File: src/rtl/march_element_sequencer.sv
// march_element_sequencer
//
// Runs one march element at a time on behalf of the BIST controller. It
// steers the PMBIST address counter (mode, start/reverse initialisation,
// hold, direction), counts the addresses the element has visited, and hands
// a per-address stream of op slots to the operation engine over a
// valid/ready handshake. Element completion is reported as a pulse.
//
// Ports
//   clk, rst           clock; synchronous active-low reset
//   start, abort       begin an element (IDLE only) / terminate immediately
//   elem_admd          address mode for the element (LIUD, PRUD, AC)
//   elem_updwn         address order (ADDR_UP = ascending)
//   elem_nops_m1       number of ops per address minus one
//   tas_in             address currently presented by the counter
//   op_ready           op engine accepts the current op slot
//   admd_out .. updwn_out   controls to the address counter
//   op_valid, op_idx, op_addr, op_last_addr   op slot to the op engine
//   busy               element in progress
//   elem_done          one-cycle pulse after the final op handshake
//   cfg_err            one-cycle pulse after a start with an unsupported mode

`ifndef ADDR_WIDTH
`define ADDR_WIDTH 8
`endif
`ifndef IR_BFW_ADMD
`define IR_BFW_ADMD 2
`endif
`ifndef ADMD_LIUD
`define ADMD_LIUD 2'd0
`endif
`ifndef ADMD_PRUD
`define ADMD_PRUD 2'd1
`endif
`ifndef ADMD_AC
`define ADMD_AC 2'd2
`endif
`ifndef ADDR_UP
`define ADDR_UP 1'b1
`endif

module march_element_sequencer #(
    parameter int tasw = `ADDR_WIDTH,
    parameter int admw = `IR_BFW_ADMD,
    parameter int opw  = 3
) (
    input  logic            clk,
    input  logic            rst,
    input  logic            start,
    input  logic            abort,
    input  logic [admw-1:0] elem_admd,
    input  logic            elem_updwn,
    input  logic [opw-1:0]  elem_nops_m1,
    input  logic [tasw-1:0] tas_in,
    input  logic            op_ready,
    output logic [admw-1:0] admd_out,
    output logic            s_out,
    output logic            r_out,
    output logic            hold_out,
    output logic            updwn_out,
    output logic            op_valid,
    output logic [opw-1:0]  op_idx,
    output logic [tasw-1:0] op_addr,
    output logic            op_last_addr,
    output logic            busy,
    output logic            elem_done,
    output logic            cfg_err
);

    typedef enum logic [1:0] {
        ST_IDLE = 2'd0,
        ST_INIT = 2'd1,
        ST_OPS  = 2'd2
    } state_t;

    // Final count value: all codes for LIUD/AC, one fewer for PRUD because
    // the LFSR never visits the all-zero code.
    localparam logic [tasw-1:0] LAST_FULL = {tasw{1'b1}};
    localparam logic [tasw-1:0] LAST_PRUD = {{(tasw-1){1'b1}}, 1'b0};

    state_t          state_q, state_d;
    logic [tasw-1:0] addr_cnt_q, addr_cnt_d;
    logic [opw-1:0]  op_idx_q, op_idx_d;
    logic [admw-1:0] admd_q, admd_d;
    logic            updwn_q, updwn_d;
    logic [opw-1:0]  nops_q, nops_d;
    logic            elem_done_q, elem_done_d;
    logic            cfg_err_q, cfg_err_d;

    logic admd_ok;
    logic handshake;
    logic last_op;
    logic last_addr;

    assign admd_ok   = (elem_admd == `ADMD_LIUD) || (elem_admd == `ADMD_PRUD) ||
                       (elem_admd == `ADMD_AC);
    assign handshake = (state_q == ST_OPS) && op_ready;
    assign last_op   = (op_idx_q == nops_q);
    assign last_addr = (admd_q == `ADMD_PRUD) ? (addr_cnt_q == LAST_PRUD)
                                              : (addr_cnt_q == LAST_FULL);

    always_comb begin
        state_d     = state_q;
        addr_cnt_d  = addr_cnt_q;
        op_idx_d    = op_idx_q;
        admd_d      = admd_q;
        updwn_d     = updwn_q;
        nops_d      = nops_q;
        elem_done_d = 1'b0;
        cfg_err_d   = 1'b0;

        if (abort) begin
            state_d = ST_IDLE;
        end else begin
            case (state_q)
                ST_IDLE: begin
                    if (start) begin
                        if (admd_ok) begin
                            state_d = ST_INIT;
                            admd_d  = elem_admd;
                            updwn_d = elem_updwn;
                            nops_d  = elem_nops_m1;
                        end else begin
                            cfg_err_d = 1'b1;
                        end
                    end
                end
                ST_INIT: begin
                    state_d    = ST_OPS;
                    addr_cnt_d = '0;
                    op_idx_d   = '0;
                end
                ST_OPS: begin
                    if (handshake) begin
                        if (!last_op) begin
                            op_idx_d = op_idx_q + 1'b1;
                        end else if (!last_addr) begin
                            op_idx_d   = '0;
                            addr_cnt_d = addr_cnt_q + 1'b1;
                        end else begin
                            state_d     = ST_IDLE;
                            elem_done_d = 1'b1;
                        end
                    end
                end
                default: state_d = ST_IDLE;
            endcase
        end
    end

    always_ff @(posedge clk) begin
        if (!rst) begin
            state_q     <= ST_IDLE;
            addr_cnt_q  <= '0;
            op_idx_q    <= '0;
            admd_q      <= '0;
            updwn_q     <= 1'b0;
            nops_q      <= '0;
            elem_done_q <= 1'b0;
            cfg_err_q   <= 1'b0;
        end else begin
            state_q     <= state_d;
            addr_cnt_q  <= addr_cnt_d;
            op_idx_q    <= op_idx_d;
            admd_q      <= admd_d;
            updwn_q     <= updwn_d;
            nops_q      <= nops_d;
            elem_done_q <= elem_done_d;
            cfg_err_q   <= cfg_err_d;
        end
    end

    // Counter initialisation: s loads the first ascending address, r the
    // first descending one. In AC mode the counter ignores both.
    assign s_out = (state_q == ST_INIT) && (updwn_q == `ADDR_UP);
    assign r_out = (state_q == ST_INIT) && (updwn_q != `ADDR_UP);

    // Release the counter only on the final op of a non-final address, so it
    // advances on the same edge that retires that op.
    assign hold_out = !(handshake && last_op && !last_addr && !abort);

    assign admd_out     = admd_q;
    assign updwn_out    = updwn_q;
    assign op_valid     = (state_q == ST_OPS);
    assign op_idx       = op_idx_q;
    assign op_addr      = tas_in;
    assign op_last_addr = last_addr;
    assign busy         = (state_q != ST_IDLE);
    assign elem_done    = elem_done_q;
    assign cfg_err      = cfg_err_q;

endmodule

File: config.mk
export PLATFORM = sky130hd
export DESIGN_NAME = march_element_sequencer
export DESIGN_NICKNAME = d
export VERILOG_FILES = /design/src/rtl/march_element_sequencer.sv
export SDC_FILE = /design/constraint.sdc
export NUM_CORES = 1
export LEC_CHECK = 0
export ABC_CLOCK_PERIOD_IN_PS = 2400
export CORE_UTILIZATION = 48
export DETAILED_ROUTE_END_ITERATION = 7
export GPL_TIMING_DRIVEN = 0
export PLACE_DENSITY = 0.84
export RECOVER_POWER = 100
export SLEW_MARGIN = 30
export SYNTH_ARGS = -nofsm -noshare
export SYNTH_HDL_FRONTEND = slang
export SYNTH_SLANG_ARGS = --single-unit
File: constraint.sdc
create_clock -name clk -period 2.4 [get_ports clk]
set_input_delay 0.48 -clock clk [delete_from_list [all_inputs] [get_ports clk]]
set_output_delay 0.48 -clock clk [all_outputs]
set_load 0.01 [all_outputs]
==> reports/qor.yml, run 1 <==
status: "complete, no violations"
utilization_pct: 72.9
antenna_cells: 0
setup_viol: 0
cts_tree: "done"
gp_congestion: 0.894
slew_viol_final: 0
syn_avg_cell_area_um2: 8.46
first_pass_iters: 4
drtAntennaViolNets: 0
grt_use_total_pct: 23.4
h-tree-depth: 1
cts_sinks: 21
max_clock_freq_mhz: 421
final_area_um2: 1680
syn_nets: 165
viasPerCell: 5.92
ys_seq_elements: 21
die_width_um: 52.4
drt_wl_total_um: 3150
drive_above_1_share_pct: 17.7
regArea_um2: 428
place_area_um2: 1560
io_pins: 41
p_per_area_nw_per_um2: 391
coreArea_um2: 2300
min_period_over_period_pct: 99.1
p_leak_uw: 0.000691
max_cap_violations: 0
clk_latency_ns: 0.31
required_ns: 1.92
antenna_found_initial: 0
cp-end-kind: "output port"
syn_inst: 144
routed_wire_length_per_instance_um: 15.1
synth_seq_area_share_pct: 34.5
period_needed_ns: 2.38
die_area_um2: 2740
crit_type: "input pin to output port"
post-place-ws_ns: -0.0601
vias: 1237
std_cell_rows: 17
grt_pass1_wl_um: 4690
start_kind: "input pin"
grt_pass1_vias: 1092
synth.top_cell.area_share_pct: 34.5
syn_area_um2: 1220
root_buffer: "clkbuf_4"
finalHoldViolations: 0
fin_worst_skew_ns: 0.0106
start_util_pct: 53.1
synth_warnings: 0
multi_input_area_um2: 752
hold_buffers: 0
syn_to_final_growth_pct: 37.5
min_path_type: "flop to flop"
path_max_fanout: 2
port_buffers: 31
die_h_um: 52.4
drc: 0
fin_nets: 203
cts-buffers-inserted: 3
gr-total-overflow: 0
fillers: 182
dpl.hpwl_um: 2270
total_power_uw: 656
ir_worst_vdd_uv: 342
synth_top_cell_by_area: "dfxtp_1"
worstMarginPinSlew_ns: 0.475
synth_cell_type_count: 39
arrival_ns: 1.90
synth_area_leaders: "dfxtp_1, mux2i_1, nand3_1"
grt_start_max_net_pins: 13
slew_headroom_pct: 68.4
worst_slack_ns: 0.0220
holdWs_ns: 0.497
clk_path_buf_depth: 2
cts.clk_slew.worst_paths_ns: 0.13
drtIter0Drc: 61
==> synthesized netlist by cell type, drive strengths merged <==
cell and instances:
nand2 12, a2111o 1, o22ai 1, nand3 14, a21o 2, nand4 1, xnor2 4, or3 2
o41ai 2, dfxtp 21, and3 4, a211oi 3, a31oi 2, ha 2, or3b 1, a21boi 1
a31o 2, o21a 1, and2 2, nand3b 1, nand2b 4, or2 1, or2b 1, nor4 1
o21ai 2, clkbuf 5, nor2 13, o221a 2, a32o 2, nor3 6, a21oi 3, o2111ai 1
mux2i 9, buf 9, nand4bb 1, inv 5
==> per-stage QoR <==
stage / TNS [ns] / std cells
after floorplan: 0 / 144
after global placement: -0.0242 / 203
after detailed placement: -0.0601 / 203
after CTS: 0 / 207
after global routing: -0.0226 / 209
final: 0 / 209
==> power by group <==
part | total (µW) | switching [µW] | internal [µW]
Clock | 177 | 114 | 62.3
Combinational | 119 | 55.8 | 62.8
Sequential | 361 | 6.26 | 354
==> path summary, 6_finish.rpt <==
check | start | to | slack, ns | cells past startpoint
setup reg to reg | state_q[0]$_SDFFE_PP0P_ | addr_cnt_q[5]$_SDFFE_PN0P_ | 0.47 | 6
hold reg to reg | addr_cnt_q[5]$_SDFFE_PN0P_ | addr_cnt_q[5]$_SDFFE_PN0P_ | 0.50 | 1
hold / removal | addr_cnt_q[5]$_SDFFE_PN0P_ | addr_cnt_q[5]$_SDFFE_PN0P_ | 0.50 | 1
setup / recovery | op_ready | hold_out | 0.02 | 5
==> metal layers <==
metal / global-route usage, % / wire [µm]
met5: 0 / 0
met4: 12.3 / 100
met3: 3.77 / 207
met2: 41.1 / 1640
met1: 26.6 / 1200
==> sequential cells by signal, summed over array words and instances, names as in the netlist <==
signal,count
nops_q,3
addr_cnt_q,8
elem_done,1
updwn_out,1
cfg_err,1
state_q,2
admd_out,2
op_idx,3
==> worst max-delay path: stages <==
cell	delay, ns
clkdlybuf4s50_1	0.48
inv_1	0.06
nor3_1	0.26
nand2_1	0.13
clkdlybuf4s50_1	0.49
==> logic make-up after synthesis <==
logic type,after synthesis,synth area share [%]
simple gates,64,27.1
buf+inv,19,8.93
compound gates,25,17.1
flops,21,34.5
fa+ha+maj,2,2.05
xor+xnor,4,2.87
mux,9,7.39
==> placed cells by master, fill, tap and decap left out, drive strengths merged, types with 3 or more instances in the layout <==
| cell | netlist | final |
|---|---|---|
| dfxtp | 21 | 21 |
| dlygate4sd3 | 0 | 18 |
| nand3 | 14 | 14 |
| nor2 | 13 | 13 |
| nand2 | 12 | 12 |
| clkdlybuf4s50 | 0 | 12 |
| buf | 9 | 11 |
| mux2i | 9 | 9 |
| clkbuf | 5 | 8 |
| nor3 | 6 | 6 |
| inv | 5 | 5 |
| and3 | 4 | 4 |
| xnor2 | 4 | 4 |
| nand2b | 4 | 4 |
| a211oi | 3 | 3 |
| a21oi | 3 | 3 |
==> final cells by class <==
class	instances	area share [%]
clock inverter	1	0.299
buffer	13	4.70
inverter	5	1.12
tap	28	2.09
clock buffer	3	1.34
sequential	21	25.5
multi-input combinational	104	44.9
timing repair buffer	34	20.0
==> timing repair <==
action	CTS	global route
setup endpoints to repair	2	2
gates resized for setup	5	16
pin swaps	0	2
setup buffers	1	2
Note: power is estimated with default switching activity, not from simulation.
==> inputs of run 2 (changes only) <==
--- a/config.mk
+++ b/config.mk
@@ -7,6 +7,7 @@
 export LEC_CHECK = 0
 export ABC_CLOCK_PERIOD_IN_PS = 2400
 export CORE_UTILIZATION = 48
+export CTS_CLUSTER_SIZE = 12
 export DETAILED_ROUTE_END_ITERATION = 7
 export GPL_TIMING_DRIVEN = 0
 export PLACE_DENSITY = 0.84
==> results of run 2 <==
The final DEF is identical to that of run 1; final timing and power are the same.
